===== config.mk =====
export PLATFORM = sky130hd
export DESIGN_NAME = id_decode_stage
export DESIGN_NICKNAME = d
export VERILOG_FILES = /design/src/rtl/id_decode_stage.sv
export SDC_FILE = /design/constraint.sdc
export NUM_CORES = 1
export LEC_CHECK = 0
export BUFFER_PORTS_ARGS = -buffer_cell sky130_fd_sc_hd__buf_2
export CAP_MARGIN = 20
export CORE_ASPECT_RATIO = 0.5
export CORE_MARGIN = 3
export CORE_UTILIZATION = 54
export CTS_BUF_LIST = sky130_fd_sc_hd__clkbuf_8
export DETAILED_ROUTE_END_ITERATION = 16
export GPL_TIMING_DRIVEN = 0
export HOLD_SLACK_MARGIN = 0.12
export PLACE_DENSITY = 0.9
export SYNTH_ARGS = -nofsm -noshare
export SYNTH_HDL_FRONTEND = slang
export SYNTH_SLANG_ARGS = --single-unit

===== constraint.sdc =====
create_clock -name clk -period 9.87 [get_ports clk]
set_input_delay 2.961 -clock clk [delete_from_list [all_inputs] [get_ports clk]]
set_output_delay 2.961 -clock clk [all_outputs]
set_load 0.01 [all_outputs]

===== src/rtl/id_decode_stage.sv =====
// ============================================================================
// Module   : id_decode_stage
// Brief    : Instruction-decode stage of the 16-bit, 8-register pipelined
//            processor. It decodes the register fields, extends the
//            immediate, holds the 8x16 register file with write-through,
//            selects the forwarded operands, and registers everything for
//            EX. The compare flags are derived from the registered operands.
// Options  : IDS_SIGNED_CMP_EN - when defined, A and B are compared as
//            two's-complement values. Otherwise they are compared unsigned.
// Revision : 1.0 - initial release
// ============================================================================
`default_nettype none

module id_decode_stage (
  input  logic        clk,
  input  logic        rst,
  input  logic        stall,
  input  logic        WB_signals,
  input  logic [1:0]  ForwardA,
  input  logic [1:0]  ForwardB,
  input  logic [4:0]  signals,
  input  logic [15:0] instruction,
  input  logic [15:0] NPC,
  input  logic [15:0] AluResult,
  input  logic [15:0] MemoryResult,
  input  logic [15:0] WBResult,
  input  logic [2:0]  RD4,
  output logic [15:0] I_TypeImmediate,
  output logic [15:0] J_TypeImmediate,
  output logic [15:0] ReturnAddress,
  output logic [15:0] PC1,
  output logic [15:0] Immediate1,
  output logic [15:0] A,
  output logic [15:0] B,
  output logic [2:0]  RD2,
  output logic [2:0]  RA,
  output logic [2:0]  RB,
  output logic        gt,
  output logic        lt,
  output logic        eq
);

  localparam logic [2:0] c_R0 = 3'd0;
  localparam logic [2:0] c_R7 = 3'd7;

  // Control bits of the decoded instruction
  logic w_src1, w_src2, w_regdst, w_extop, w_extplace;
  assign w_src1     = signals[4];
  assign w_src2     = signals[3];
  assign w_regdst   = signals[2];
  assign w_extop    = signals[1];
  assign w_extplace = signals[0];

  logic [2:0]  w_ra, w_rb, w_rd;
  logic [15:0] w_ext_imm;
  logic [15:0] w_reg_a, w_reg_b, w_reg_r7;
  logic [15:0] w_op_a, w_op_b;
  logic        w_wr_a, w_wr_b, w_wr_r7;

  logic [15:0] r_regs [8];

  logic [15:0] r_i_imm, r_j_imm, r_ret_addr, r_pc1, r_imm1, r_a, r_b;
  logic [2:0]  r_rd2, r_ra, r_rb;

  // Register-field selects
  assign w_ra = w_src1   ? c_R0 : instruction[8:6];
  assign w_rb = w_src2   ? instruction[5:3] : instruction[11:9];
  assign w_rd = w_regdst ? c_R7 : instruction[11:9];

  // Immediate extender: place in the upper byte, sign-extend, or zero-extend
  always_comb begin
    w_ext_imm = {8'h00, instruction[7:0]};
    if (w_extplace)
      w_ext_imm = {instruction[7:0], 8'h00};
    else if (w_extop)
      w_ext_imm = {{8{instruction[7]}}, instruction[7:0]};
  end

  // Write-through: a write this cycle is visible on the read ports right away
  assign w_wr_a  = WB_signals && (RD4 == w_ra);
  assign w_wr_b  = WB_signals && (RD4 == w_rb);
  assign w_wr_r7 = WB_signals && (RD4 == c_R7);

  assign w_reg_a  = w_wr_a  ? WBResult : r_regs[w_ra];
  assign w_reg_b  = w_wr_b  ? WBResult : r_regs[w_rb];
  assign w_reg_r7 = w_wr_r7 ? WBResult : r_regs[c_R7];

  // Operand A forwarding mux
  always_comb begin
    w_op_a = w_reg_a;
    case (ForwardA)
      2'd1:    w_op_a = AluResult;
      2'd2:    w_op_a = MemoryResult;
      2'd3:    w_op_a = WBResult;
      default: w_op_a = w_reg_a;
    endcase
  end

  // Operand B forwarding mux
  always_comb begin
    w_op_b = w_reg_b;
    case (ForwardB)
      2'd1:    w_op_b = AluResult;
      2'd2:    w_op_b = MemoryResult;
      2'd3:    w_op_b = WBResult;
      default: w_op_b = w_reg_b;
    endcase
  end

  // Register file: writes from WB are accepted even while the stage is stalled
  always_ff @(posedge clk or posedge rst) begin
    if (rst) begin
      for (int i = 0; i < 8; i++) r_regs[i] <= 16'h0000;
    end else if (WB_signals) begin
      r_regs[RD4] <= WBResult;
    end
  end

  // ID/EX pipeline registers, which hold their values while stalled
  always_ff @(posedge clk or posedge rst) begin
    if (rst) begin
      r_ra       <= 3'd0;
      r_rb       <= 3'd0;
      r_rd2      <= 3'd0;
      r_a        <= 16'h0000;
      r_b        <= 16'h0000;
      r_imm1     <= 16'h0000;
      r_i_imm    <= 16'h0000;
      r_j_imm    <= 16'h0000;
      r_ret_addr <= 16'h0000;
      r_pc1      <= 16'h0000;
    end else if (!stall) begin
      r_ra       <= w_ra;
      r_rb       <= w_rb;
      r_rd2      <= w_rd;
      r_a        <= w_op_a;
      r_b        <= w_op_b;
      r_imm1     <= w_ext_imm;
      r_i_imm    <= w_ext_imm + NPC;
      r_j_imm    <= {NPC[15:12], instruction[11:0]};
      r_ret_addr <= w_reg_r7;
      r_pc1      <= NPC;
    end
  end

  assign RA              = r_ra;
  assign RB              = r_rb;
  assign RD2             = r_rd2;
  assign A               = r_a;
  assign B               = r_b;
  assign Immediate1      = r_imm1;
  assign I_TypeImmediate = r_i_imm;
  assign J_TypeImmediate = r_j_imm;
  assign ReturnAddress   = r_ret_addr;
  assign PC1             = r_pc1;

  // Compare flags on the registered operands; exactly one of them is set
  assign eq = (r_a == r_b);
`ifdef IDS_SIGNED_CMP_EN
  assign gt = ($signed(r_a) > $signed(r_b));
  assign lt = ($signed(r_a) < $signed(r_b));
`else
  assign gt = (r_a > r_b);
  assign lt = (r_a < r_b);
`endif

endmodule

`default_nettype wire


# Word-level counts from Yosys, hierarchy flattened
# Index checks and enable logic that the tools add are counted.
[word_totals] ff_bits=249 output_inout_bits=124 word_cells=61
[op_classes] n_addsub=1 magnitude_cmp=6 eq_ne=10 n_mux=19 n_bitwise=3 reduce_logical=4
[op_table] op="$mux W16" count=10
[op_table] op="$bwmux W128" count=1
[op_table] op="$bmux W16 S3" count=2
[op_table] op="$pmux W16 S3" count=2
[op_table] op="$demux W16 S3" count=1
[op_table] op="$add A16 B16 Y16" count=1
[op_table] op="$eq A16 B16 Y1" count=1
[op_table] op="$gt A16 B16 Y1" count=1
[op_table] op="$lt A16 B16 Y1" count=1
[op_table] op="$ge A4 B4 Y1 const B" count=3
[op_table] op="$not A3 Y4" count=3
[op_table] op="$mux W3" count=3
[op_table] op="$eq A2 B2 Y1 const B" count=4
[op_table] op="$eq A3 B3 Y1" count=2
[op_table] op="$eq A2 B1 Y1 const B" count=2
[op_table] op="$logic_and A1 B1 Y1" count=4
[op_table] op="$lt A4 B1 Y1 const B" count=1
[op_table] op="$eq A3 B3 Y1 const B" count=1

# Depth between registers and ports, before layout
[depth] depth_word=7 ltp_mapped=14

# Least setup slack after synthesis
# No wires, ideal clock.
[synth_timing] kind="input -> register" startpoint="in instruction[7]" endpoint="reg r_i_imm[15] (netlist: I_TypeImmediate[15])" t_arrival_ps=5429 required_time_ps=9744 setup_slack_ps=4315 stages=13 n_path_buf=3 cell_sequence="buf_2 buf_2 buf_2 nor2b_1 nand2_1 nand2_1 ha_1 a21o_1 a21o_1 a21oi_1 nor3b_1 a221o_1 a311o_1"
[synth_via] elab_chain_len=3
[synth_lines] item="start: declaration" line="22" rtl="input logic [15:0] instruction,"
[synth_lines] item="$mux W16" line="75" rtl="else if (w_extop)"
[synth_lines] item="$mux W16" line="73" rtl="if (w_extplace)"
[synth_lines] item="via w_ext_imm[7]" line="55" rtl="logic [15:0] w_ext_imm;"
[synth_lines] item="$add A16 B16 Y16" line="139" rtl="r_i_imm <= w_ext_imm + NPC;"
[synth_lines] item="end signal: assignment" line="139"
[synth_lines] item="end: declaration" line="62" rtl="logic [15:0] r_i_imm, r_j_imm, r_ret_addr, r_pc1, r_imm1, r_a, r_b;"
# The timed path passes the listed nets, and every way through them passes these cells.
# A chain may end at the register's enable or synchronous reset.

# Worst setup path after layout
[layout_timing] startpoint="in instruction[7]" endpoint="reg r_i_imm[12] (netlist: I_TypeImmediate[12])"
# Same word-level chain as after synthesis.

==> metrics.txt <==
total power=3.20 mW; status=complete, no violations; P_sw=1.08 mW; max_cap viols=0; Clk Latency, worst-skew pair=0.58 ns; Net Count, Synth=1609; CTS tree=done; antenna fix cells=0; final number of setup-violating endpoints=0; fin crit share=60.0%; largest cells by area after synthesis=dfrtp_1 41%, mux2_2 15%, o21ai_0 3.8%; Worst EP required=10.31 ns; DRC violations left=0; H-tree levels=2; routability cong.=0.991; first-pass GRT wire length=77100 um; asr flop ratio synth=100%; max_slew headroom=28.5%; die area=29500 um^2; routed len/inst=24.8 um; Detail Placement HPWL=37800 um; Logic pwr share=27.5%; Post-Syn Area=14800 um^2; static leakage=7.69 nW; total wire length=52200 um; Final Critical Period=5.92 ns; Internal=2.11 mW; GR Overflow Total=0; antenna violations before repair=1; RSZ-0062 raised after global routing=no; hold_buf cts=0; post-layout util=64.1%; fillers=2077; Seq/Total Area, Yosys=41.5%; Clock power frac=30.3%; Post-CTS Setup Repair Bufs=0; CTS Buf Count=40; DRT Pass-1 Iters=8; Setup WS post-layout=3.95 ns; crit-path cells=buf_2, buf_2, buf_2, nor2b_1, nand2_1, nand2_1, ha_1, nand3_1, a211oi_1, o21ai_1, nand2b_1, a211oi_1, o41ai_1; drt via density=6.75; CP Launch Type=input pin; Root Buffer=clkbuf_8; area grow syn2layout=15.8%; Starting Density=55.4%; Final Skew=0.0220 ns; Final ANT Viol Nets=0; # rows=42; ys flop type=dfrtp_1; Nets=1855; Critical Path Sink Type=flip-flop; Finished Layout Cells=2106; Final Hold Viols=0; Unique masters post-synth=72; drt first-iter violations=2265; number of global-route vias before repair=13729; pre-CTS WS=3.59 ns; GRT Overall Usage=34.3%; pwr dens=187 nW/um^2; Die Y=123 um; post-synthesis register bit count=245; Cells after Synth=1481; biggest area consumer among synthesized cells=dfrtp_1; PostCTS Resize Cnt=0; Inst Count DP=2036; Clk pin slew, worst setup/hold paths=0.06 ns; # port buffers=202; IO Count=220; Final Slew Violations=0; Peak Freq=169 MHz; Sequential Power Share=42.2%; sw frac=33.9%; worst vdd ir=131 uV; Yosys top cell area share=41.5%; Core Region=26700 um^2; Mean Syn Cell Area=9.98 um^2; clock tree buffer depth=3; WHS=0.481 ns; Post-synth EDFFs=0; Setup CP Type=in -> reg; Chip Width=240 um; Sink Count=245; layout cell share with drive strength beyond 1=32.4%; slowest stage delay, CP=0.43 ns; CP max FO=10; crit path max-delay cell type=o41ai_1; Warnings, synthesis=0; Via Count=14206; Hold Crit Class=reg -> reg; pin count of the biggest net entering global routing=125; cell mode on critical path=buf_2; worst slew pin tran=1.07 ns; Worst EP arrival=6.36 ns
==> power by group through the flow <==
| stage | Clock (mW) | Combinational [mW] | Sequential [mW] |
|---|---|---|---|
| 2_1_floorplan | 0 | 0.540 | 1.34 |
| 3_3_place_gp | 0 | 0.820 | 1.35 |
| 3_5_place_dp | 0 | 0.848 | 1.35 |
| 4_1_cts | 0.964 | 0.856 | 1.34 |
| 5_1_grt | 1.01 | 0.941 | 1.37 |
| 6_report | 0.968 | 0.877 | 1.35 |
==> worst max-delay path, delay by kind of cell <==
kind	cells	cell delay, ns
AOI/OAI and AO/OA	4	1.15
adders and majority gates	1	0.25
buffers and inverters	3	0.98
and+or+nand+nor	5	1.00
==> final cells by class <==
class	count	area [um^2]	share of cell area, %
Timing Repair Buffer	204	1040	6.10
Tap cell	352	440	2.57
Buffer	132	639	3.73
Clock buffer	52	716	4.18
Clock inverter	17	130	0.760
Inverter	33	131	0.767
Sequential cell	245	6130	35.8
Multi-Input combinational cell	1071	7890	46.1
==> registers in the layout, indices dropped and copies added (netlist names) <==
name / count
r_regs: 128
PC1: 12
ReturnAddress: 16
RD2: 3
J_TypeImmediate: 16
A: 16
I_TypeImmediate: 16
RA: 3
RB: 3
B: 16
Immediate1: 16
==> routing by layer <==
layer / global-route usage (%) / vias to the layer above / part of all wire [%]
met4: 17.4 / 2 / 5.3
met2: 51.8 / 1123 / 43
met3: 12.3 / 262 / 14
met5: 0 / - / 0.025
li1: - / 5903 / -
met1: 43.9 / 6916 / 37
==> per-stage QoR <==
stage	setup TNS, ns	instance area (um^2)
global placement	-605.70	16200
detailed placement	0	16300
CTS	0	17100
finish	0	17100
floorplan	0	14800
global route	0	17100
==> synthesized netlist by cell type (all sizes together) (15+ instances only) <==
master,instances
inv,32
ha,31
clkbuf,60
nand2,115
o211ai,26
a21oi,108
nor3,25
mux2,207
o21ai,119
dfrtp,245
o22ai,17
nor2,107
a31oi,15
a211oi,29
mux4,15
mux2i,38
nor2b,33
a22oi,20
o221ai,20
nand3,15
buf,72
==> worst paths after layout <==
kind                                  endpoint  slack (ns)  depth (start not counted)                 from
max reg2reg                              B[10]        8.03                          7          r_regs[106]
min                        I_TypeImmediate[10]        0.48                          2  I_TypeImmediate[10]
min reg2reg                I_TypeImmediate[10]        0.48                          2  I_TypeImmediate[10]
min in group asynchronous   J_TypeImmediate[5]        2.54                          2                  rst
max                        I_TypeImmediate[12]        3.95                         13       instruction[7]
max in group asynchronous           r_regs[25]        6.17                          3                  rst
==> cell usage in the layout, fill, tap and decap left out, drive strengths merged, types with 5 or more instances in the layout <==
cell     instances
nor2           107
nor2b           33
buf            276
mux2i           38
or3              7
and3             6
nand3           15
o221ai          20
ha              31
a211oi          29
a2bb2oi          6
or2              5
o21a             5
o31ai            5
a21oi          108
o21bai          13
mux2           207
nand2b           9
inv             41
dfrtp          245
clkbuf         112
clkinv           6
o21ai          119
a21o            10
mux4            15
xor2             6
a22oi           20
nand4            8
xnor2            8
o211ai          26
nand2          115
nor3            25
a221oi           5
o22ai           17
a211o            6
a31oi           15
==> logic make-up (layout without fill, tap and decap cells) <==
logic type	count (synthesis)	count (layout)	share of synthesized area, %
AOI/OAI and AO/OA	418	418	17.7
and+or+nand+nor	347	347	11.2
muxes	260	260	20.8
DFF	245	245	41.5
buffers and inverters	165	438	5.16
adders and majority gates	32	32	2.76
xor gates and xnor gates	14	14	0.982
Power figures use the tool's default switching activity.
